$ cat src/rtl/udp_tx_framer.sv
// UDP/IPv4/Ethernet transmit framer: preamble, 42-byte header, payload, pad, FCS and IFG.
// Optional: define UDP_TX_IPID_INC_EN to increment the IPv4 id after each completed frame.
module udp_tx_framer #(
  parameter int unsigned IFG_BYTES   = 12,
  parameter logic [7:0]  IP_TTL      = 8'hC8,
  parameter int unsigned MAX_PAYLOAD = 1472
) (
  input  logic        clk,
  input  logic        rst_n,
  input  logic [47:0] i_src_mac,
  input  logic [47:0] i_dst_mac,
  input  logic [31:0] i_src_ip,
  input  logic [31:0] i_dst_ip,
  input  logic [15:0] i_src_port,
  input  logic [15:0] i_dst_port,
  input  logic [15:0] i_udp_len,
  input  logic        i_start,
  output logic        o_busy,
  input  logic [7:0]  i_pl_data,
  input  logic        i_pl_valid,
  output logic        o_pl_ready,
  output logic        o_tx_en,
  output logic [7:0]  o_tx_data,
  output logic        o_done,
  output logic        o_underrun,
  output logic        o_err
);

  typedef enum logic [2:0] {IDLE, PREAMBLE, HEADER, PAYLOAD, PAD, FCS, IFG} state_t;

  localparam logic [15:0] MAX_LEN  = 16'(MAX_PAYLOAD);
  localparam logic [15:0] LAST_IFG = 16'(IFG_BYTES - 1);
  localparam logic [5:0]  HDR_LAST = 6'd41;

  state_t       r_state, w_next_state;
  logic [15:0]  r_cnt;
  logic [47:0]  r_src_mac, r_dst_mac;
  logic [31:0]  r_src_ip, r_dst_ip;
  logic [15:0]  r_src_port, r_dst_port, r_len, r_ip_csum;
  logic [31:0]  r_crc;
  logic         r_underrun, r_err;

  logic         w_accept, w_last, w_crc_en;
  logic [7:0]   w_byte;
  logic [15:0]  w_ip_len, w_udp_len, w_ip_id;
  logic [41:0][7:0] w_hdr;
  logic [5:0]   w_hdr_idx;
  logic [3:0][7:0]  w_fcs;
  logic [19:0]  w_csum_sum;
  logic [16:0]  w_csum_f1;
  logic [15:0]  w_csum_fold;

  function automatic logic [31:0] crc32_byte(input logic [31:0] crc, input logic [7:0] data);
    logic [31:0] c;
    c = crc ^ {24'h0, data};
    for (int i = 0; i < 8; i++) c = c[0] ? ((c >> 1) ^ 32'hEDB88320) : (c >> 1);
    return c;
  endfunction

`ifdef UDP_TX_IPID_INC_EN
  logic [15:0] r_ip_id;
  always_ff @(posedge clk or negedge rst_n) begin
    if (!rst_n)      r_ip_id <= 16'h0000;
    else if (o_done) r_ip_id <= r_ip_id + 16'd1;
  end
  assign w_ip_id = r_ip_id;
`else
  assign w_ip_id = 16'h0000;
`endif

  assign w_accept  = (r_state == IDLE) && i_start && (i_udp_len <= MAX_LEN);
  assign w_ip_len  = r_len + 16'd28;
  assign w_udp_len = r_len + 16'd8;

  // Ten header words with the checksum word as zero, folded twice for end-around carry.
  assign w_csum_sum  = 20'h04500 + {4'h0, w_ip_len} + {4'h0, w_ip_id} + {4'h0, IP_TTL, 8'd17}
                     + {4'h0, r_src_ip[31:16]} + {4'h0, r_src_ip[15:0]}
                     + {4'h0, r_dst_ip[31:16]} + {4'h0, r_dst_ip[15:0]};
  assign w_csum_f1   = {1'b0, w_csum_sum[15:0]} + {13'h0, w_csum_sum[19:16]};
  assign w_csum_fold = w_csum_f1[15:0] + {15'h0, w_csum_f1[16]};

  assign w_hdr = {r_dst_mac, r_src_mac, 16'h0800, 8'h45, 8'h00, w_ip_len, w_ip_id, 16'h0000,
                  IP_TTL, 8'd17, r_ip_csum, r_src_ip, r_dst_ip, r_src_port, r_dst_port,
                  w_udp_len, 16'h0000};
  assign w_hdr_idx = HDR_LAST - r_cnt[5:0];
  assign w_fcs     = ~r_crc;

  // NOTE: sequential state uses non-blocking assignments so every register samples pre-edge values.
  always_ff @(posedge clk or negedge rst_n) begin
    if (!rst_n) r_state <= IDLE;
    else        r_state <= w_next_state;
  end

  always_ff @(posedge clk or negedge rst_n) begin
    if (!rst_n) begin
      r_cnt      <= '0;
      r_src_mac  <= '0;
      r_dst_mac  <= '0;
      r_src_ip   <= '0;
      r_dst_ip   <= '0;
      r_src_port <= '0;
      r_dst_port <= '0;
      r_len      <= '0;
      r_ip_csum  <= '0;
      r_crc      <= 32'hFFFFFFFF;
      r_underrun <= 1'b0;
      r_err      <= 1'b0;
    end else begin
      r_err <= (r_state == IDLE) && i_start && (i_udp_len > MAX_LEN);
      if (w_accept) begin
        r_src_mac  <= i_src_mac;
        r_dst_mac  <= i_dst_mac;
        r_src_ip   <= i_src_ip;
        r_dst_ip   <= i_dst_ip;
        r_src_port <= i_src_port;
        r_dst_port <= i_dst_port;
        r_len      <= i_udp_len;
        r_crc      <= 32'hFFFFFFFF;
        r_underrun <= 1'b0;
      end
      if (w_crc_en) r_crc <= crc32_byte(r_crc, w_byte);
      if (r_state == PAYLOAD && !i_pl_valid) r_underrun <= 1'b1;
      if (r_state == PREAMBLE) r_ip_csum <= ~w_csum_fold;
      if (w_last || r_state == IDLE) r_cnt <= '0;
      else                           r_cnt <= r_cnt + 16'd1;
    end
  end

  // NOTE: every output of this block gets a default first, so no path can infer a latch.
  always_comb begin
    w_next_state = r_state;
    w_last       = 1'b0;
    w_crc_en     = 1'b0;
    w_byte       = 8'h00;
    o_tx_en      = 1'b0;
    o_pl_ready   = 1'b0;
    o_done       = 1'b0;
    case (r_state)
      IDLE: if (w_accept) w_next_state = PREAMBLE;
      PREAMBLE: begin
        o_tx_en = 1'b1;
        w_byte  = (r_cnt == 16'd7) ? 8'hD5 : 8'h55;
        if (r_cnt == 16'd7) begin
          w_last       = 1'b1;
          w_next_state = HEADER;
        end
      end
      HEADER: begin
        o_tx_en  = 1'b1;
        w_crc_en = 1'b1;
        w_byte   = w_hdr[w_hdr_idx];
        if (r_cnt == 16'd41) begin
          w_last       = 1'b1;
          w_next_state = (r_len != 16'd0) ? PAYLOAD : PAD;
        end
      end
      PAYLOAD: begin
        o_tx_en    = 1'b1;
        o_pl_ready = 1'b1;
        w_crc_en   = 1'b1;
        w_byte     = i_pl_valid ? i_pl_data : 8'h00;
        if (r_cnt == r_len - 16'd1) begin
          w_last       = 1'b1;
          w_next_state = (r_len < 16'd18) ? PAD : FCS;
        end
      end
      PAD: begin
        o_tx_en  = 1'b1;
        w_crc_en = 1'b1;
        if (r_cnt == 16'd17 - r_len) begin
          w_last       = 1'b1;
          w_next_state = FCS;
        end
      end
      FCS: begin
        o_tx_en = 1'b1;
        w_byte  = w_fcs[r_cnt[1:0]];
        if (r_cnt == 16'd3) begin
          w_last       = 1'b1;
          o_done       = 1'b1;
          w_next_state = (IFG_BYTES == 0) ? IDLE : IFG;
        end
      end
      IFG: begin
        if (r_cnt == LAST_IFG) begin
          w_last       = 1'b1;
          w_next_state = IDLE;
        end
      end
      default: w_next_state = IDLE;
    endcase
  end

  assign o_tx_data  = w_byte;
  assign o_busy     = (r_state != IDLE);
  assign o_underrun = o_done & r_underrun;
  assign o_err      = r_err;

endmodule

$ cat config.mk
export PLATFORM = sky130hd
export DESIGN_NAME = udp_tx_framer
export DESIGN_NICKNAME = d
export VERILOG_FILES = /design/src/rtl/udp_tx_framer.sv
export SDC_FILE = /design/constraint.sdc
export NUM_CORES = 1
export LEC_CHECK = 0
export CORE_ASPECT_RATIO = 0.9
export CORE_MARGIN = 2
export CORE_UTILIZATION = 35
export CTS_BUF_LIST = sky130_fd_sc_hd__clkbuf_8
export CTS_CLUSTER_DIAMETER = 200
export DETAILED_ROUTE_END_ITERATION = 6
export GPL_TIMING_DRIVEN = 0
export MAX_ROUTING_LAYER = met4
export PLACE_DENSITY = 0.59
export SLEW_MARGIN = 40
export SYNTH_ARGS = -nofsm -noshare
export SYNTH_HDL_FRONTEND = slang
export SYNTH_SLANG_ARGS = --single-unit
$ cat constraint.sdc
create_clock -name clk -period 9.18 [get_ports clk]
set_input_delay 1.836 -clock clk [delete_from_list [all_inputs] [get_ports clk]]
set_output_delay 1.836 -clock clk [all_outputs]
set_load 0.01 [all_outputs]
# After elaboration in Yosys (flattened, before gate mapping)
# Index checks and enable logic that the tools add are counted.
# Widths: inputs -> output; s select.
dict set report word_totals {
  word_cells 118
  in_bits 220
  ff_bits 277
  out_inout_bits 14
}
dict set report op_classes {
  order_cmp 5
  n_bitwise 12
  muxes 41
  add_sub_neg 14
  n_reduce_logical 14
  n_eq_ne 19
}
# op count
set ops {}
lappend ops {{$mux 32} 10}
lappend ops {{$not 13->14} 8}
lappend ops {{$bmux 8 s6} 1}
lappend ops {{$add 20x16->20} 2}
lappend ops {{$eq 16x16->1} 2}
lappend ops {{$mux 8} 4}
lappend ops {{$not 32->32} 1}
lappend ops {{$pmux 8 s4} 1}
lappend ops {{$xor 32x8->32} 1}
lappend ops {{$mux 3} 8}
lappend ops {{$pmux 3 s7} 1}
lappend ops {{$add 19x16->20} 1}
lappend ops {{$add 18x16->19} 1}
lappend ops {{$add 17x16->18 const B} 1}
lappend ops {{$add 15x16->17 const A} 1}
lappend ops {{$add 16x4->17} 1}
lappend ops {{$add 16x1->16} 1}
lappend ops {{$add 16x1->16 const B} 1}
lappend ops {{$add 16x4->16 const B} 1}
lappend ops {{$add 16x5->16 const B} 1}
lappend ops {{$bmux 8 s2} 1}
lappend ops {{$eq 16x2->1 const B} 1}
lappend ops {{$eq 16x3->1 const B} 1}
lappend ops {{$eq 16x4->1 const B} 1}
lappend ops {{29 further kinds} 53}

# Longest topological paths before layout
# Gate-level depths: netlist of the first run.
dict set report logic_depth {
  depth_word 22
  ltp_mapped 41
  mapped_depth_nobuf 41
}

# Worst setup path before layout of the first run
# No wires, ideal clock.
dict set report synth_path {
  kind {register -> register}
  from {reg r_len[4]}
  to {reg r_ip_csum[15]}
  path_stages_with_launch 41
  path_buffers 1
  t_required_ns 9.050
  arrival_time_ns 8.674
  synth_period_minus_slack_ns 8.804
  setup_slack_ns 0.376
  setup_time_ns 0.130
  path_cell_list {dfrtp_1 clkbuf_1 inv_1 ha_1 a21boi_2 o21a_1 or2_2 ha_1 fa_1 inv_1 fa_1 inv_1 ha_1 o21a_1 a32oi_1 o21ai_0 a311o_1 a211oi_1 [5 not listed] inv_1 fa_1 inv_1 a21oi_1 nor3_1 nand3_1 nor4_1 ha_1 nor2b_1 nor2b_1 nand2b_1 nor2_1 nand2_1 nor2_1 nand3b_1 a2111oi_2 xnor2_1 o21ai_1}
}
dict set report synth_between {
  elab_chain_cells 10
}
# element line_no
set synth_lines {}
lappend synth_lines {{start, declared} 39} ;# logic [15:0] r_src_port, r_dst_port, r_len, r_ip_csum;
lappend synth_lines {{start signal, assigned} 117} ;# r_len <= i_udp_len;
lappend synth_lines {{$add 16x5->16} 72} ;# assign w_ip_len = r_len + 16'd28;
lappend synth_lines {{$add 15x16->17} 76} ;# assign w_csum_sum = 20'h04500 + {4'h0, w_ip_len} + {4'h0, w_ip_id} + {4'h0, IP_TTL, 8'd17}
lappend synth_lines {{$add 17x16->18} 76}
lappend synth_lines {{$add 18x16->19} 77} ;# + {4'h0, r_src_ip[31:16]} + {4'h0, r_src_ip[15:0]}
lappend synth_lines {{$add 19x16->20} 77}
lappend synth_lines {{$add 20x16->20 (2 in a row)} 78} ;# + {4'h0, r_dst_ip[31:16]} + {4'h0, r_dst_ip[15:0]};
lappend synth_lines {{$add 16x4->17} 79} ;# assign w_csum_f1 = {1'b0, w_csum_sum[15:0]} + {13'h0, w_csum_sum[19:16]};
lappend synth_lines {{$add 16x1->16} 80} ;# assign w_csum_fold = w_csum_f1[15:0] + {15'h0, w_csum_f1[16]};
lappend synth_lines {{$not 16->16} 123} ;# if (r_state == PREAMBLE) r_ip_csum <= ~w_csum_fold;
lappend synth_lines {{end signal, assigned} 123}
lappend synth_lines {{end, declared} 39}
# No other way between the ends.
# A chain may end at the register's enable or synchronous reset.

# Worst setup path in the final report of the first run
dict set report layout_path {
  from {reg r_len[4]}
  to {reg r_ip_csum[14]}
}
# The elaborated chain is that of the path after synthesis.

==> qor_table.md, run 1 <==
| Result | Value |
|---|---|
| Run status | completed |
| Library cells used by synthesis | 112 |
| Startpoint class of the critical path | register |
| Hold/Removal Path Class | reg -> reg |
| Clock Sinks | 277 |
| Largest family of logic cells by synthesized area | multiplexers |
| First-pass iteration count of the detailed router | 7 |
| Share of layout cells above drive strength 1 | 21.93% |
| Commonest non-fill, non-tap cell in the layout | sky130_fd_sc_hd__dfrtp_1 |
| Synthesized-area fraction occupied by ao, oa, aoi and oai cells | 11.72% |
| Number of antenna violations at the first check in global routing | 8 |
| Number of standard-cell rows in the floorplan | 81 |
| Clk root buf | sky130_fd_sc_hd__clkbuf_8 |
| Average wire per cell in the routed design | 23.86 um |
| Final clock period utilization by the worst path | 94.76% |
| Final period demand of the worst path | 8.699 ns |
| Crit Path Class | reg -> reg |
| Count of mapped cells out of synthesis | 1812 |
| Fin Clk Skew | 0.04907 ns |
| Hold bufs inserted after CTS | 0 |
| Total count of max-transition violations in the final report | 0 |
| Core ar. | 54020 um^2 |
| Crit path DAT | 9.27 ns |
| Register bit total from synthesis | 277 |
| Maximum fanout encountered on the critical timing path | 7 |
| Final cell count without fillers | 2874 |
| Starting Density | 35.21% |
| Chip Height | 225.2 um |
| Endpoint kind of the worst setup timing path | register |
| Actual transition at the worst max-transition pin | 0.9023 ns |
| Longest individual stage delay on the worst path | 0.55 ns |
| HPWL after detailed placement | 52980 um |
| Library cell contributing the largest single delay on the critical path | sky130_fd_sc_hd__fa_1 |
| Mean instance size in the synthesized netlist | 10.50 um^2 |
| Number of placed cells counting well taps | 2754 |
| Number of vias per cell after detailed routing | 5.452 |
| Fmax achieved | 115.0 MHz |
| Clock tree from TritonCTS | yes |
| Slew margin rel. | 39.85% |
| Number of port buffers | 233 |
| Largest net degree at the start of global routing | 75 |
| Clock input transition at the sequential cells of the worst setup and hold paths | 0.07 ns |
| Overall overflow remaining after global route | 0 |
| Number of buffers added by the clock tree synthesis step | 50 |
| Synthesized-area fraction occupied by and/or/nand/nor cells | 10.98% |
| Horizontal extent of the die | 249.7 um |
| Area overhead of the layout relative to synthesis | 25.49% |
| Total Die Area | 56230 um^2 |
| I/O pin count | 234 |
| Number of nets with antenna violations after detailed routing | 0 |
| Dominant synthesized flop cell | sky130_fd_sc_hd__dfrtp_1 |
| Overall via count from detail_route | 15669 |
| Number of setup violations in the final report | 0 |
| Final RePlAce weighted congestion | 0.9357 |
| Via count of the first global-routing pass | 16208 |
| Number of enable-type register cells in the synthesized netlist | 0 |
| Critical Path RT | 9.75 ns |
| H-tree Lvls | 2 |
| Share of synthesized cell area in full adder, half adder and majority cells | 8.511% |
| Multiplexer share of the synthesized area | 16.92% |
| Crit-path leading delay family | compound AO/OA/AOI/OAI gates |
| Parity-gate share of the synthesized area counting xor and xnor cells | 8.636% |
| Mapped Nets | 2132 |
| Share of synthesized area occupied by flip-flops and latches | 36.65% |
| Share of synthesized flip-flops with an asynchronous set or reset | 100.0% |
| Cell occurring most often along the worst timing path | sky130_fd_sc_hd__inv_1 |
| Final Hold Vio Count | 0 |
| Final-stage net count | 2439 |
| Count of routing violations after the opening detailed-route iteration | 1181 |
| Maximum clock insertion buffer count | 3 |
| Highest-count cells in the layout ignoring fill and taps | sky130_fd_sc_hd__dfrtp_1 (241), sky130_fd_sc_hd__clkdlybuf4s50_1 (232), sky130_fd_sc_hd__inv_1 (179) |
| Total of warnings raised by yosys | 0 |
| Routed wire length | 68580 um |
| Max capacitance violation total | 0 |
| Crit path buf inv count | 5 |
| Clock Latency Late Sink | 0.65 ns |
| Synth Cell Area | 19020 um^2 |
| First-pass GRT wire length | 103600 um |
| Global routing usage summed across all routing layers | 25.26% |
| Residual DRC count | 0 |
## routing by layer
layer  share of wire [%]  routed length (um)  track usage (%)  vias up
met1                  45               31000            34.56     7962
met3                 7.3                5003            4.793      114
met5                   0                   0                -        -
li1                    -                   -                -     6972
met4                 3.0                2050            7.695        0
met2                  45               30520            38.04      621
## area by class of cell
| type | instances | area (um^2) |
|---|---|---|
| repair buffers | 256 | 2590 |
| diodes | 8 | 20.02 |
| inverters | 167 | 633.1 |
| flip-flops and latches | 277 | 6977 |
| clock inverters | 28 | 221.5 |
| fillers | 5228 | 30150 |
| plain buffers | 105 | 628.1 |
| clock buffers | 66 | 908.4 |
| multi-input cells | 1262 | 11010 |
| well taps | 705 | 882.1 |
## worst register-to-register path, delay by kind of cell (launching register included)
| kind | cells | cell delay (ns) |
|---|---|---|
| and+or+nand+nor | 12 | 2.25 |
| buffers and inverters | 5 | 0.42 |
| xor gates and xnor gates | 1 | 0.16 |
| adders and majority gates | 7 | 2.51 |
| DFF | 1 | 0.42 |
| AOI/OAI and AO/OA | 14 | 2.88 |
## what timing repair did
action | CTS | global route
pin swaps | 3 | 12
buffers inserted | 6 | 13
resized for setup | 22 | 28
endpoints found under the setup margin | 12 | 11
## synthesized netlist by cell type, types with 8 or more instances
cell	count	area, um^2
sky130_fd_sc_hd__nand2b_1	15	93.84
sky130_fd_sc_hd__o21a_1	9	67.56
sky130_fd_sc_hd__a31oi_1	12	75.07
sky130_fd_sc_hd__fa_1	49	980.9
sky130_fd_sc_hd__inv_1	165	619.3
sky130_fd_sc_hd__buf_6	9	101.4
sky130_fd_sc_hd__nor2b_1	20	125.1
sky130_fd_sc_hd__dfstp_2	32	840.8
sky130_fd_sc_hd__buf_4	9	67.56
sky130_fd_sc_hd__ha_1	51	638.1
sky130_fd_sc_hd__mux2_2	158	1779
sky130_fd_sc_hd__nand3_1	28	140.1
sky130_fd_sc_hd__or2_2	8	50.05
sky130_fd_sc_hd__xor2_1	48	420.4
sky130_fd_sc_hd__dfrtp_1	245	6131
sky130_fd_sc_hd__nand2_1	136	510.5
sky130_fd_sc_hd__buf_1	8	30.03
sky130_fd_sc_hd__a21o_1	10	75.07
sky130_fd_sc_hd__a21oi_1	80	400.4
sky130_fd_sc_hd__buf_2	12	60.06
sky130_fd_sc_hd__mux2i_1	34	340.3
sky130_fd_sc_hd__clkbuf_1	57	214.0
sky130_fd_sc_hd__nor3_1	64	320.3
sky130_fd_sc_hd__xnor2_1	98	858.3
sky130_fd_sc_hd__nor4_1	21	131.4
sky130_fd_sc_hd__mux4_2	47	1059
sky130_fd_sc_hd__and3_1	8	50.05
sky130_fd_sc_hd__nor2_1	76	285.3
sky130_fd_sc_hd__o21ai_0	102	510.5
sky130_fd_sc_hd__a211oi_1	12	90.09
## state kept, by name (all words and copies together) (netlist names)
signal,count
r_src_mac,48
r_dst_port,16
r_len,16
r_src_port,16
r_dst_ip,32
r_state,3
o_err,1
r_underrun,1
r_crc,32
r_cnt,16
r_src_ip,32
r_ip_csum,16
r_dst_mac,48
## through the flow
step                      hold WS (ns)  worst slack, ns  setup TNS (ns)  utilization (%)  instance area, um^2
after floorplan                 0.4422           0.3760               0                -                19020
after global placement          0.4589           -6.138        -1586.94            41.16                22240
after detailed placement        0.4638           -1.436          -10.57            41.42                22380
after CTS                       0.4776          0.06794               0            43.75                23640
after global routing            0.5160         -0.02171        -0.02171            44.19                23870
final                           0.4707           0.4807               0            44.19                23870
## worst paths after layout
kind / from / endpoint / slack [ns] / cells after the start
max in group asynchronous: rst_n / r_crc[0] / 7.15 / 3
min in group asynchronous: rst_n / r_dst_ip[25] / 1.05 / 1
hold reg to reg: r_ip_csum[6] / r_ip_csum[6] / 0.47 / 2
hold / removal: r_ip_csum[6] / r_ip_csum[6] / 0.47 / 2
setup reg to reg: r_len[4] / r_ip_csum[14] / 0.48 / 39
setup / recovery: r_len[4] / r_ip_csum[14] / 0.48 / 39
## logic make-up after synthesis
kind of cell,Yosys count
buffers and inverters,273
AND/OR/NAND/NOR,425
XOR/XNOR,162
adder cells (fa/ha/maj),100
multiplexers,241
flip-flops,277
AO/OA/AOI/OAI,334
Power of run 1 is left out: the tool's default activity adds up to more than one toggle a clock period on the data nets, which glitch-free logic cannot reach.
==> run 2: changes to the inputs <==
Settings changed: ABC_CLOCK_PERIOD_IN_PS set to 9180.
==> results of run 2 <==
Same layout as run 1: the final DEF is identical, and so are final timing and power.
Power of run 2 is left out for the same reason.
==> run 3: changes to the inputs <==
Settings changed: ABC_CLOCK_PERIOD_IN_PS 9180 to 9990, PLACE_DENSITY 0.59 to 0.57.
Clock period 9.18 ns to 9.99 ns, I/O delays scaled along.
==> qor_table.md, run 3 (synthesis gave the netlist of run 1 again) <==
| Result | Value |
|---|---|
| Run status | completed |
| First-pass iteration count of the detailed router | 7 |
| Filler cells | 5196 |
| Hold bufs inserted after CTS | 0 |
| Final RePlAce weighted congestion | 0.9352 |
| First-pass GRT wire length | 102600 um |
| Crit Path Class | reg -> reg |
| Overall overflow remaining after global route | 0 |
| Critical Path RT | 10.52 ns |
| Clock Sinks | 277 |
| Final clock period utilization by the worst path | 93.83% |
| Fmax achieved | 106.7 MHz |
| Average wire per cell in the routed design | 23.95 um |
| Clk root buf | sky130_fd_sc_hd__clkbuf_8 |
| Number of port buffers | 233 |
| Highest-count cells in the layout ignoring fill and taps | sky130_fd_sc_hd__dfrtp_1 (242), sky130_fd_sc_hd__clkdlybuf4s50_1 (232), sky130_fd_sc_hd__inv_1 (183) |
| Register cell area after layout | 6975 um^2 |
| Residual DRC count | 0 |
| Via count of the first global-routing pass | 15895 |
| PnR worst setup slack | 0.6160 ns |
| Maximum fanout encountered on the critical timing path | 7 |
| Number of standard-cell rows in the floorplan | 81 |
| Core ar. | 54020 um^2 |
| Largest net degree at the start of global routing | 63 |
| Worst Hold Depth | 2 |
| Final Instance Area | 23620 um^2 |
| Commonest non-fill, non-tap cell in the layout | sky130_fd_sc_hd__dfrtp_1 |
| Longest individual stage delay on the worst path | 0.52 ns |
| FF-to-FF End | r_ip_csum[15] |
| Post-placement setup slack | -0.4992 ns |
| Startpoint class of the critical path | register |
| Share of layout cells above drive strength 1 | 20.40% |
| Max capacitance violation total | 0 |
| Total Die Area | 56230 um^2 |
| HPWL after detailed placement | 52980 um |
| Clock input transition at the sequential cells of the worst setup and hold paths | 0.06 ns |
| I/O pin count | 234 |
| Count of routing violations after the opening detailed-route iteration | 1289 |
| Hold/Removal Path Class | reg -> reg |
| R2r worst-path depth | 38 |
| Library cell contributing the largest single delay on the critical path | sky130_fd_sc_hd__xnor2_1 |
| Largest registers | r_dst_mac: 48 flops, r_src_mac: 48 flops |
| Slew margin rel. | 39.03% |
| Setup slack, reg-to-reg | 0.62 ns |
| Actual transition at the worst max-transition pin | 0.9146 ns |
| Total count of max-transition violations in the final report | 0 |
| Crit path launch | r_len[2] |
| Fin Clk Skew | 0.02549 ns |
| Number of antenna violations at the first check in global routing | 11 |
| Area of combinational cells with multiple inputs | 10900 um^2 |
| Reg-to-reg startpoint | r_len[2] |
| Routed wire length | 68560 um |
| Number of buffers added by the clock tree synthesis step | 51 |
| Horizontal extent of the die | 249.7 um |
| Crit path DAT | 9.91 ns |
| Endpoint kind of the worst setup timing path | register |
| H-tree Lvls | 2 |
| Global routing usage summed across all routing layers | 25.21% |
| Area of placed instances | 22380 um^2 |
| Final Hold Vio Count | 0 |
| Final-stage net count | 2428 |
| Overall via count from detail_route | 15532 |
| Chip Height | 225.2 um |
| Clock tree from TritonCTS | yes |
| Number of setup violations in the final report | 0 |
| Beginning of the worst hold path | r_ip_csum[5] |
| Area overhead of the layout relative to synthesis | 24.17% |
| Clock Latency Late Sink | 0.67 ns |
| Setup repair after global routing missed its margin | false |
| Starting Density | 35.21% |
| Final period demand of the worst path | 9.374 ns |
| Number of nets with antenna violations after detailed routing | 0 |
| Maximum clock insertion buffer count | 3 |
| Cell occurring most often along the worst timing path | sky130_fd_sc_hd__inv_1 |
| WHS Endpoint | r_ip_csum[5] |
| Number of vias per cell after detailed routing | 5.427 |
-- run 3: cell count changes in the layout (fill, tap and decap cells not counted), sizes merged --
cell / delta
clkbuf: -5
clkinvlp: -2
inv: +2
diode: +2
buf: -12
clkinv: +3
-- run 3: how the worst max path moves through the flow --
| stage | end | cells past startpoint |
|---|---|---|
| 2_1_floorplan | r_ip_csum[15] | 40 |
| 3_3_place_gp | r_src_mac[43] | 1 |
| 3_5_place_dp | r_ip_csum[15] | 40 |
| 4_1_cts | r_ip_csum[15] | 41 |
| 5_1_grt | r_ip_csum[15] | 41 |
| 6_report | r_ip_csum[15] | 38 |
-- run 3: final cells by class --
class	count	share of cell area, %
tap	705	3.734
clock inverter	31	1.033
clock buffer	61	3.554
buffer	105	2.649
inverter	167	2.654
antenna	10	0.1059
multi-input combinational	1262	46.15
timing repair buffer	244	10.58
sequential	277	29.53
-- run 3: worst max-delay path: cells and delay by family, from the launching register on --
| kind | cells | cell delay (ns) |
|---|---|---|
| adders and majority gates | 8 | 2.80 |
| and+or+nand+nor | 13 | 2.68 |
| AOI/OAI and AO/OA | 8 | 1.78 |
| xor gates and xnor gates | 3 | 1.00 |
| DFF | 1 | 0.47 |
| buffers and inverters | 6 | 0.47 |
-- run 3: stage by stage --
step	cells	hold WS, ns	utilization, %	setup TNS (ns)
floorplan	1812	0.4422	-	0
global route	2862	0.5129	43.73	0
global placement	2750	0.4623	41.16	-1390.14
finish	2862	0.4863	43.73	0
detailed placement	2754	0.4709	41.42	-1.634
CTS	2846	0.4860	43.47	0
-- run 3: repair_timing --
| item | CTS | global route |
|---|---|---|
| setup endpoints to repair | 7 | 10 |
| setup buffers | 0 | 7 |
| gates resized for setup | 4 | 14 |
| gates cloned | 0 | 0 |
| pin swaps | 0 | 4 |
-- run 3: per-layer routing --
metal	GRT usage (%)	wire length, um
met1	34.71	31590
met2	37.38	30170
met3	5.244	4890
met4	7.637	1909
met5	-	0
Power of run 3 is left out for the same reason.
